--- src/rtl/busarb_pkg.sv ---
// busarb_pkg: shared types for the two-master bus arbiter.
package busarb_pkg;
  typedef enum logic [1:0] {OWN_NONE, OWN_I, OWN_D} owner_e;
  typedef struct packed {
    logic        vld;
    logic [31:0] rdata;
    logic        resp;
  } rsp_buf_t;
endpackage

--- src/rtl/busarb_rspbuf.sv ---
// busarb_rspbuf: per-master response buffer with capture/clear and response bypass mux.
module busarb_rspbuf
  import busarb_pkg::*;
(
  input  logic        clk,
  input  logic        rst,
  input  logic        own_i,
  input  logic        gnt_i,
  input  logic        htrans_i,
  input  logic        hready_i,
  input  logic [31:0] hrdata_i,
  input  logic        hresp_i,
  output logic [31:0] hrdata_o,
  output logic        hresp_o,
  output logic        hready_o
);
  rsp_buf_t rb_q, rb_d;
  logic go, cap;
  always_comb begin
    go = gnt_i | !htrans_i;
    cap = hready_i & own_i & htrans_i & !gnt_i;
    rb_d = cap ? '{vld: 1'b1, rdata: hrdata_i, resp: hresp_i} : go ? '0 : rb_q;
  end
  always_ff @(posedge clk or posedge rst)
    if (rst) rb_q <= '0;
    else     rb_q <= rb_d;
  // A buffered response frees the master from the slave's hready.
  assign hready_o = (rb_q.vld | !own_i) ? go : hready_i & go;
  assign hrdata_o = rb_q.vld ? rb_q.rdata : hrdata_i;
  assign hresp_o  = rb_q.vld ? rb_q.resp : hresp_i;
endmodule

--- src/rtl/busarb.sv ---
// busarb: fixed-priority I/D bus arbiter with starvation relief and data-phase response routing.
module busarb
  import busarb_pkg::*;
#(
  parameter int STARVE_LIMIT = 4
) (
  input  logic        clk,
  input  logic        rst,
  input  logic [31:0] i_haddr,
  input  logic [1:0]  i_hsize,
  input  logic        i_hwrite,
  input  logic        i_hprot,
  input  logic        i_htrans,
  input  logic [31:0] i_hwdata,
  output logic [31:0] i_hrdata,
  output logic        i_hresp,
  output logic        i_hready,
  input  logic [31:0] d_haddr,
  input  logic [1:0]  d_hsize,
  input  logic        d_hwrite,
  input  logic        d_hprot,
  input  logic        d_htrans,
  input  logic [31:0] d_hwdata,
  output logic [31:0] d_hrdata,
  output logic        d_hresp,
  output logic        d_hready,
  output logic [31:0] haddr,
  output logic [1:0]  hsize,
  output logic        hwrite,
  output logic        hprot,
  output logic        htrans,
  output logic [31:0] hwdata,
  input  logic [31:0] hrdata,
  input  logic        hresp,
  input  logic        hready
);
  localparam int CW = STARVE_LIMIT > 0 ? $clog2(STARVE_LIMIT + 1) : 1;
  localparam logic [CW-1:0] LIM = CW'(STARVE_LIMIT);
  owner_e dp_own_q, dp_own_d;
  logic [CW-1:0] cnt_q, cnt_d;
  logic starved, gnt_i, gnt_d;
  always_comb begin
    starved = (STARVE_LIMIT != 0) && (cnt_q == LIM);
    gnt_d = hready & d_htrans & !(i_htrans & starved);
    gnt_i = hready & i_htrans & !gnt_d;
    haddr = gnt_i ? i_haddr : d_haddr;
    hsize = gnt_i ? i_hsize : d_hsize;
    hwrite = gnt_i ? i_hwrite : d_hwrite;
    hprot = gnt_i ? i_hprot : d_hprot;
    htrans = gnt_i | gnt_d;
    hwdata = dp_own_q == OWN_I ? i_hwdata : dp_own_q == OWN_D ? d_hwdata : '0;
    dp_own_d = !hready ? dp_own_q : gnt_i ? OWN_I : gnt_d ? OWN_D : OWN_NONE;
    cnt_d = (gnt_i | !i_htrans) ? '0 : (gnt_d && cnt_q != LIM) ? cnt_q + 1'b1 : cnt_q;
  end
  always_ff @(posedge clk or posedge rst)
    if (rst) begin
      dp_own_q <= OWN_NONE;
      cnt_q <= '0;
    end else begin
      dp_own_q <= dp_own_d;
      cnt_q <= cnt_d;
    end
  busarb_rspbuf u_ibuf (
    .clk(clk), .rst(rst), .own_i(dp_own_q == OWN_I), .gnt_i(gnt_i), .htrans_i(i_htrans),
    .hready_i(hready), .hrdata_i(hrdata), .hresp_i(hresp),
    .hrdata_o(i_hrdata), .hresp_o(i_hresp), .hready_o(i_hready)
  );
  busarb_rspbuf u_dbuf (
    .clk(clk), .rst(rst), .own_i(dp_own_q == OWN_D), .gnt_i(gnt_d), .htrans_i(d_htrans),
    .hready_i(hready), .hrdata_i(hrdata), .hresp_i(hresp),
    .hrdata_o(d_hrdata), .hresp_o(d_hresp), .hready_o(d_hready)
  );
endmodule
--- config.mk ---
export PLATFORM = sky130hd
export DESIGN_NAME = busarb
export DESIGN_NICKNAME = d
export VERILOG_FILES = /design/src/rtl/busarb_pkg.sv /design/src/rtl/busarb_rspbuf.sv /design/src/rtl/busarb.sv
export SDC_FILE = /design/constraint.sdc
export NUM_CORES = 1
export LEC_CHECK = 0
export CORE_AREA = 2 2 120 122
export DETAILED_ROUTE_END_ITERATION = 10
export DIE_AREA = 0 0 122 124
export GPL_TIMING_DRIVEN = 0
export PLACE_DENSITY_LB_ADDON = 0.05
export SYNTH_ARGS = -nofsm -noshare
export SYNTH_HDL_FRONTEND = slang
export SYNTH_SLANG_ARGS = --single-unit
--- constraint.sdc ---
create_clock -name clk -period 3.1 [get_ports clk]
set_input_delay 0.465 -clock clk [delete_from_list [all_inputs] [get_ports clk]]
set_output_delay 0.465 -clock clk [all_outputs]
set_load 0.02 [all_outputs]
==> summary.md <==
| Metric | Value |
|---|---|
| I/O pin cnt | `311` |
| Final core occ | `0.617` |
| CP arrival | `2520 ps` |
| DRC | `0` |
| Drt via density | `5.41` |
| Fin Clk Skew | `5.56 ps` |
| Leakage power | `about 3.6 nW` |
| Post-synthesis sequential area ratio | `0.386` |
| Relative slew slack | `0.577` |
| Core Area | `0.0137 mm²` |
| Fmax | `335 MHz` |
| Family with the most delay on the worst path | `buffers and inverters` |
| Clock Sinks | `73` |
| Final setup margin | `roughly 110 ps` |
| Vias in the first global route | `5121` |
| Req. time, crit path | `2630 ps` |
| Avg WL per Cell | `21.3 µm` |
| Largest net degree at the start of global routing | `49` |
| Synth top cells by count | `mux2_2, dfrtp_1, a22o_1, nand3_1` |
| CP max stage cell | `clkdlybuf4s50_1` |
| Synth Flop Type | `dfrtp_1` |
| Status | `finished clean` |
| Port Buffers | `~300` |
| First-pass GRT wire length | `between 20 and 30 mm` |
| Area Growth Syn to Fin | `78.7%` |
| RD Place Congestion | `0.851` |
| Proportion of netlist area held by the largest area contributor | `0.386` |
| WP buf/inv | `3` |
| Worst-Margin Slew | `635 ps` |
| Crit path largest cell delay | `550 ps` |
| CTS tree | `built` |
| Final hold slack | `between 400 and 500 ps` |
| Pre-Repair DR Iteration Count | `6` |
| Ordered cell list for the critical path | `inv_1 > ha_1 > a21boi_2 > nor2_4 > buf_4 > mux2_2 > clkdlybuf4s50_1` |
| Crit path kind | `flop to output pin` |
| Total grt overflow | `0` |
| RSZ-0062 raised after global routing | `false` |
| Die X | `122 µm` |
| Nets | `918` |
| Latest clock arrival within the worst-skew pair | `330 ps` |
| Number of synthesized flops with an enable pin | `0` |
| Post-DP Area | `0.00808 mm²` |
| Max-cap viol count | `0` |
| Initial antenna violation count | `1` |
| Min Clock Period, post-route | `2990 ps` |
| Yosys reg bits | `73` |
| Syn Nets | `just under 600` |
| Post-Syn Area | `0.00474 mm²` |
| Drt initial violations | `around 370` |
| Rows | `43` |
| Nature of the critical path endpoint | `output pin` |
| Most common cell in the netlist | `mux2_2` |
| Synth unique cells | `36` |
| DP Wirelength | `15.2 mm` |
| Power density cells | `358 mW/mm²` |
| Total wire length after detailed routing | `approximately 20 mm` |
| Worst-path clk slew | `60 ps` |
| Max Buffers Root-to-Sink | `2` |
| Final hold vios | `0` |
| Post-Layout Inst Area | `0.00847 mm²` |
| Type of origin of the critical path | `flop` |
| Share of layout cells above drive strength 1 | `0.209` |
| Global Route Usage Sum | `0.252` |
| Final period util | `0.964` |
| Starting Density | `0.345` |
| Peak supply drop | `0.253 mV` |
| Yosys warns | `0` |
| Async set-reset flop share out of synthesis | `1.00` |
| Synth area leaders | `dfrtp_1, mux2_2, a22o_1` |
| CP max FO | `10` |
| Pre-CTS setup slack | `-252 ps` |
| Antenna Nets Post-Route | `0` |
| Largest area contributor in the netlist | `dfrtp_1` |
| # diodes | `0` |
| Cells after synthesis | `about 420` |
| Final Power | `0.00303 W` |
| TritonCTS buffer count | `9` |
| Hold-fix buffers, CTS | `0` |
| Hold Path Class | `input port to asynchronous set/reset pin` |
| Die area | `0.0151 mm²` |
| # setup viols final | `0` |
| Vias | `between 5k and 6k` |
| Mean Syn Cell Area | `11.3 µm²` |
| Pins over their slew limit | `0` |
| Clock H-tree levels | `3` |
| Cell at the root of the clock tree | `clkbuf_16` |
| Height of the die | `124 µm` |
-- path summary, 6_finish.rpt --
check / startpoint / to / slack [ps] / cells past startpoint
worst max register to register: cnt_q[0] / u_dbuf.rb_q[1] / 1000 / 6
worst min register to register: u_dbuf.rb_q[19] / u_dbuf.rb_q[19] / 500 / 1
worst min-delay path: rst / u_dbuf.rb_q[14] / 460 / 2
max in group asynchronous: rst / cnt_q[1] / 2090 / 3
min in group clk: d_htrans / u_dbuf.rb_q[33] / 480 / 3
worst max-delay path: cnt_q[0] / haddr[28] / 110 / 7
-- per-stage QoR --
step | setup TNS [ps] | instances
after floorplan | 0 | 419
after global placement | -39740 | 907
after detailed placement | -5270 | 908
after CTS | 0 | 926
after global routing | 0 | 926
final | 0 | 926
-- cells by family after synthesis --
kind of cell    count (synthesis)  share of synthesized area
buf+inv                        55                     0.0581
fa+ha+maj                       2                    0.00528
flops                          73                      0.386
compound gates                105                      0.195
mux                           102                      0.242
simple gates                   82                      0.114
-- layout by cell type (no fill, tap or decap), drive strengths merged, types with 3 or more instances in the layout --
master	n
and4	24
inv	6
dfrtp	73
nor2	4
a221o	24
clkbuf	37
nand2	4
nor2b	3
a22o	65
nand3	30
a21oi	3
a21boi	4
mux2	102
dlymetal6s2s	18
clkinv	3
nand4	9
clkdlybuf4s50	289
buf	26
-- final cells by class --
| cell class | count | area (µm²) |
|---|---|---|
| plain buffers | 49 | 272 |
| clock buffers | 10 | 239 |
| clock inverters | 5 | 56.3 |
| fillers | 1152 | 5250 |
| inverters | 6 | 25.0 |
| multi-input cells | 291 | 2650 |
| flip-flops and latches | 73 | 1830 |
| well taps | 180 | 225 |
| repair buffers | 312 | 3180 |
-- power breakdown --
group | leakage, nW | internal [W] | switching, W
Clock | 0.144 | 0.000639 | 0.000398
Sequential | 1.01 | 0.000964 | 0.00000941
Combinational | 2.49 | 0.000554 | 0.000469
-- sequential cells by signal (all words and copies together) (netlist names) --
register,count
u_dbuf.rb_q,34
u_ibuf.rb_q,34
cnt_q,3
dp_own_q,2
-- what timing repair did --
action,4_1_cts,5_1_grt
hold endpoints to repair,0,0
setup buffers,3,0
endpoints found under the setup margin,37,56
pin swaps,1,1
resized for setup,3,32
-- layer usage --
metal,part of all wire,GRT usage,vias to the layer above,wire length (µm)
li1,-,-,2306,-
met5,0.00051,0,-,10
met1,0.42,0.334,2465,8310
met4,0.0063,0.0345,2,125
met2,0.49,0.419,230,9770
met3,0.077,0.0737,10,1530
Note: power is estimated with default switching activity, not from simulation.
==> RTL change 1, RTL diff (config.mk and constraints unchanged) <==
Re-encode `owner_e` (3 values) as one-hot, 3 bits wide.
--- a/src/rtl/busarb_pkg.sv
+++ b/src/rtl/busarb_pkg.sv
@@ -1,5 +1,5 @@
 // busarb_pkg: shared types for the two-master bus arbiter.
 package busarb_pkg;
-  typedef enum logic [1:0] {OWN_NONE, OWN_I, OWN_D} owner_e;
+  typedef enum logic [2:0] {OWN_NONE = 3'b001, OWN_I = 3'b010, OWN_D = 3'b100} owner_e;
   typedef struct packed {
     logic        vld;
Formal check against the unedited RTL: no difference found for any inputs over 10 cycles, from zero or initial values and one cycle with rst high; not proved beyond that.
==> RTL change 1 against the original RTL <==
- design area up 2.6%
- wire length up 7.3%
- fmax down 0.83%
- power down 0.67%
- area after synthesis up 5.1%
- die area unchanged
- worst setup slack worse by 0.025 ns
- sequential cell count up 1
- critical path type unchanged
==> RTL change 1: results (changes against the original RTL) <==
run_status:
  status: "complete, no violations"
global_routing:
  antenna_found_initial: 5  # +4
  met2_usage_pct: 46.9  # +5.0 points
  grtUsageMet1_pct: 35.3  # +1.9 points
  grt_pass1_wl_mm: 31.7  # +9.1%
  grt_usage_pct: 27.7  # +2.5 points
  grt_pass1_vias: 5417  # +5.8%
  grt_max_degree: 50  # +2.0%
  met3_usage_pct: 7.46  # +0.092 points
clock_tree:
  clk_pin_slew_ns: 0.06  # about the same
  ctsRootBufferMaster: "clkbuf_16"
  cts_buffers: 9  # unchanged
  cts_buffer_depth: 2  # unchanged
  cts_max_level: 3  # unchanged
synth:
  seq_area_frac_synth_pct: 37.2  # -1.4 points
  netlist_top_cells_area: "dfrtp_1 37%, mux2_2 23%, o31ai_1 9.9%, o2bb2ai_1 5.8%, a22o_1 5.6%"
  yosysUniqueCellTypes: 33  # -8.3%
  syn_inst: 474  # +13%
  synth-edff-count: 0  # unchanged
  synth_nets: 650  # +9.2%
  ys_warn_count: 0  # unchanged
  synth.top_cells.by_count: "103 x mux2_2, 73 x dfrtp_1, 66 x o31ai_1"
  synthArstFlopShare_pct: 100  # unchanged
power_and_ir_drop:
  power.leakage_nw: 3.32  # -9.0%
  irDropWorstVdd_mv: 0.275  # +8.5%
  power.switching_uw: 879  # +0.39%
setup_path:
  cp_slowest_cell: "clkdlybuf4s50_1"
  worst_setup_path_end_kind: "primary output"
  cpLargestDelayFamily: "buffers and inverters"
  regToRegStartpoint: "cnt_q[0]$_DFFE_PP0P_"
  cpPeakStageDelay_ns: 0.59  # +0.04 ns
  critPathLaunch: "u_ibuf.rb_q[33]$_DFFE_PP0P_"
  r2r_slack_ns: 1.06  # +0.06 ns
  worst_r2r_path_depth: 7  # +1
  worstReg2RegEnd: "u_dbuf.rb_q[28]$_DFFE_PP0P_"
  critPathArrivalTime_ns: 2.55  # +0.03 ns
placement:
  dp.cells: 963  # +6.1%
  place_area_sq_um: 8320  # +3.0%
  place_congestion: 0.892  # +4.8%
  dpl.hpwl_mm: 16.8  # +10%
  port-buffer-count: 308  # unchanged
timing:
  slew_headroom_pct: 56.0  # -1.7 points
  fin_skew_ns: 0.00772  # +0.00216 ns
  hold_viol: 0  # unchanged
  hold_slack_ns: 0.465  # +0.00614 ns
final_layout:
  reg.largest.list: "u_dbuf.rb_q x34, u_ibuf.rb_q x34"
  nets: 974  # +6.1%
  fin_cells: 986  # +6.5%
  drive_gt1_share_pct: 19.9  # -0.99 points
detailed_routing:
  first_iter_violations: 520  # +41%
  vias: 5340  # +6.5%
  drt-total-wl_mm: 21.2  # +7.3%
  first_pass_iters: 5  # -1
worst_hold_path:
  hold_path.class: "input port to asynchronous set/reset pin"
## RTL change 1: cell count changes after synthesis, sizes merged, moves of 3 or more
cell | unedited run | this run
nand4 | 9 | 33
inv | 6 | 38
a221o | 24 | 0
and4 | 24 | 0
o31ai | 1 | 66
nor2b | 3 | 0
nand3 | 30 | 5
o2bb2ai | 1 | 33
a22o | 65 | 32
buf | 27 | 34
## RTL change 1: final cells by class
class                           instances  area (sq um)
Buffer                                 56           298
Sequential cell                        74          1850
Clock buffer                           11           233
Inverter                               39           150
Clock inverter                          5          63.8
Timing Repair Buffer                  313          3140
Multi-Input combinational cell        305          2710
Tap cell                              180           225
Antenna cell                            3          7.51
Fill cell                            1118          5030
## RTL change 1: through the flow
stage | setup slack (ns) | total power [mW] | setup TNS, ns
2_1_floorplan | 0.755 | 1.41 | 0
3_3_place_gp | -0.554 | 1.97 | -40.33
3_5_place_dp | -0.291 | 1.97 | -0.321
4_1_cts | 0.0793 | 3.02 | 0
5_1_grt | 0.00747 | 3.12 | 0
6_report | 0.0869 | 3.01 | 0
## RTL change 1: worst max-delay path by stage
| stage | end | slack (ns) | cells past startpoint |
|---|---|---|---|
| finish | i_hrdata[30] | 0.09 | 4 |
| floorplan | cnt_q[0]$_DFFE_PP0P_ | 0.76 | 1 |
| detailed placement | i_hready | -0.29 | 6 |
| global placement | u_ibuf.rb_q[1]$_DFFE_PP0P_ | -0.55 | 2 |
| global route | i_hrdata[30] | 0.007 | 4 |
| CTS | d_hready | 0.08 | 5 |
## RTL change 1: power by group through the flow
stage                     clock network [mW]  registers (mW)  logic, mW
after floorplan                            0           0.998      0.412
after global placement                     0            1.00      0.966
after detailed placement                   0            1.00      0.975
after CTS                               1.06           0.983      0.986
after global routing                    1.10           0.984       1.04
final                                   1.04           0.983      0.985
## RTL change 1: worst register-to-register path, stage by stage (launching register included)
cell and delay, ns:
dfrtp_1 0.37, inv_1 0.07, ha_1 0.25, and3_1 0.20
buf_2 0.17, o21ai_1 0.41, buf_2 0.33, o31ai_1 0.12
## RTL change 1: kinds of logic after synthesis
family | synth area share, %
adder cells (fa/ha/maj) | 0.502
multiplexers | 23.3
AND/OR/NAND/NOR | 6.83
buffers and inverters | 8.87
AO/OA/AOI/OAI | 23.3
flip-flops | 37.2
## RTL change 1: what timing repair did
action,in CTS,in global routing
setup buffers,2,2
gates resized for setup,6,2
endpoints found under the setup margin,33,2
pin swaps,1,1
## RTL change 1: metal layers
metal	routed length, um	part of all wire, %
met5	24	0.11
met4	389	1.8
met3	1610	7.6
met2	10300	49
met1	8820	42
==> RTL change 2, RTL diff (config.mk and constraints unchanged) <==
Without the edit above. Change the parameter `STARVE_LIMIT` from 4 to 2.
--- a/src/rtl/busarb.sv
+++ b/src/rtl/busarb.sv
@@ -3,5 +3,5 @@
   import busarb_pkg::*;
 #(
-  parameter int STARVE_LIMIT = 4
+  parameter int STARVE_LIMIT = 2
 ) (
   input  logic        clk,
Check against the original RTL: not equivalent (a bounded check fails within 4 cycles, from zero or initial values and one cycle with rst high).
==> RTL change 2 against the original RTL <==
- worst setup slack better by 0.0061 ns
- die area stayed put
- clock power is 7% higher
- area after synthesis is 9.3% lower
- register-to-register slack better by 0.24 ns
- sequential cell count is 1 lower
- design area is 6.0% lower
- critical endpoint is now haddr[24]
- wire length is 11% lower
- power is 1.2% higher
==> RTL change 2: results (changes against the original RTL) <==
run_status:
  status: "complete, no violations"
setup_path:
  r2r_slack_ns: 1.24  # +0.24 ns
  worstReg2RegEnd: "u_dbuf.rb_q[3]$_DFFE_PP0P_"
  regToRegStartpoint: "dp_own_q[1]$_DFFE_PP0P_"
  worst_r2r_path_depth: 5  # -1
timing:
  finalWorstSetupSlack_ns: 0.118  # +0.00607 ns
  hold_slack_ns: 0.519  # +0.0604 ns
global_routing:
  antenna_found_initial: 0  # -1
  grt_usage_pct: 21.8  # -3.4 points
  grt_pass1_wl_mm: 25.3  # -13%
  grt_pass1_vias: 4501  # -12%
  grt_max_degree: 73  # +49%
final_layout:
  buffers: 351  # -2.8%
  multi_input_area_sq_um: 2300  # -13%
  reg.largest.list: "u_dbuf.rb_q x34, u_ibuf.rb_q x34"
  nets: 845  # -8.0%
  seq_cell_count: 72  # -1.4%
  inv_count: 5  # -1
  multi_input_cells: 231  # -21%
  clk_share_pct: 4.05  # +0.57 points
  nClkBuffers: 11  # +1
  fin_cells: 855  # -7.7%
  drive_gt1_share_pct: 21.2  # +0.27 points
worst_hold_path:
  hold_path.class: "register to register"
detailed_routing:
  first_pass_iters: 4  # -2
  first_iter_violations: 231  # -37%
synth:
  synth_area_sq_um: 4300  # -9.3%
  synth.top_cells.by_count: "101 x mux2_2, 72 x dfrtp_1, 66 x a32o_1"
  seq_area_frac_synth_pct: 41.9  # +3.4 points
placement:
  place_congestion: 0.803  # -5.6%
  dpl.hpwl_mm: 13.9  # -8.7%
  dp.cells: 839  # -7.6%
  port-buffer-count: 310  # +0.65%
power_and_ir_drop:
  power.leakage_nw: 3.22  # -12%
## RTL change 2: cell count changes after synthesis, sizes merged, moves of 5 or more
cell	unedited run	this run
nand4	9	0
a221o	24	0
and4	24	0
a32o	0	66
nand3	30	2
buf	27	22
a22o	65	32
## RTL change 2: kinds of logic after synthesis
kind of cell    share of synthesized area, %
simple gates                            2.62
fa+ha+maj                              0.291
mux                                     26.7
flops                                   41.9
compound gates                          23.9
buf+inv                                 4.54
## RTL change 2: what timing repair did
action	4_1_cts	5_1_grt
hold buffers	0	0
endpoints found under the hold margin	0	0
setup endpoints to repair	8	42
resized for setup	9	11
buffers inserted	0	0
## RTL change 2: power breakdown
part	switching (mW)	total [mW]	internal [mW]
combinational	0.453	1.00	0.547
sequential	0.00763	0.959	0.951
clock	0.387	1.11	0.725
total	0.848	3.07	2.22
## RTL change 2: metal layers
layer	up-vias	part of all wire, %	GRT usage [%]
met3	14	9.8	8.56
li1	2058	-	-
met5	-	0	0
met2	203	50	36.7
met4	0	0.93	4.17
met1	2217	39	26.8
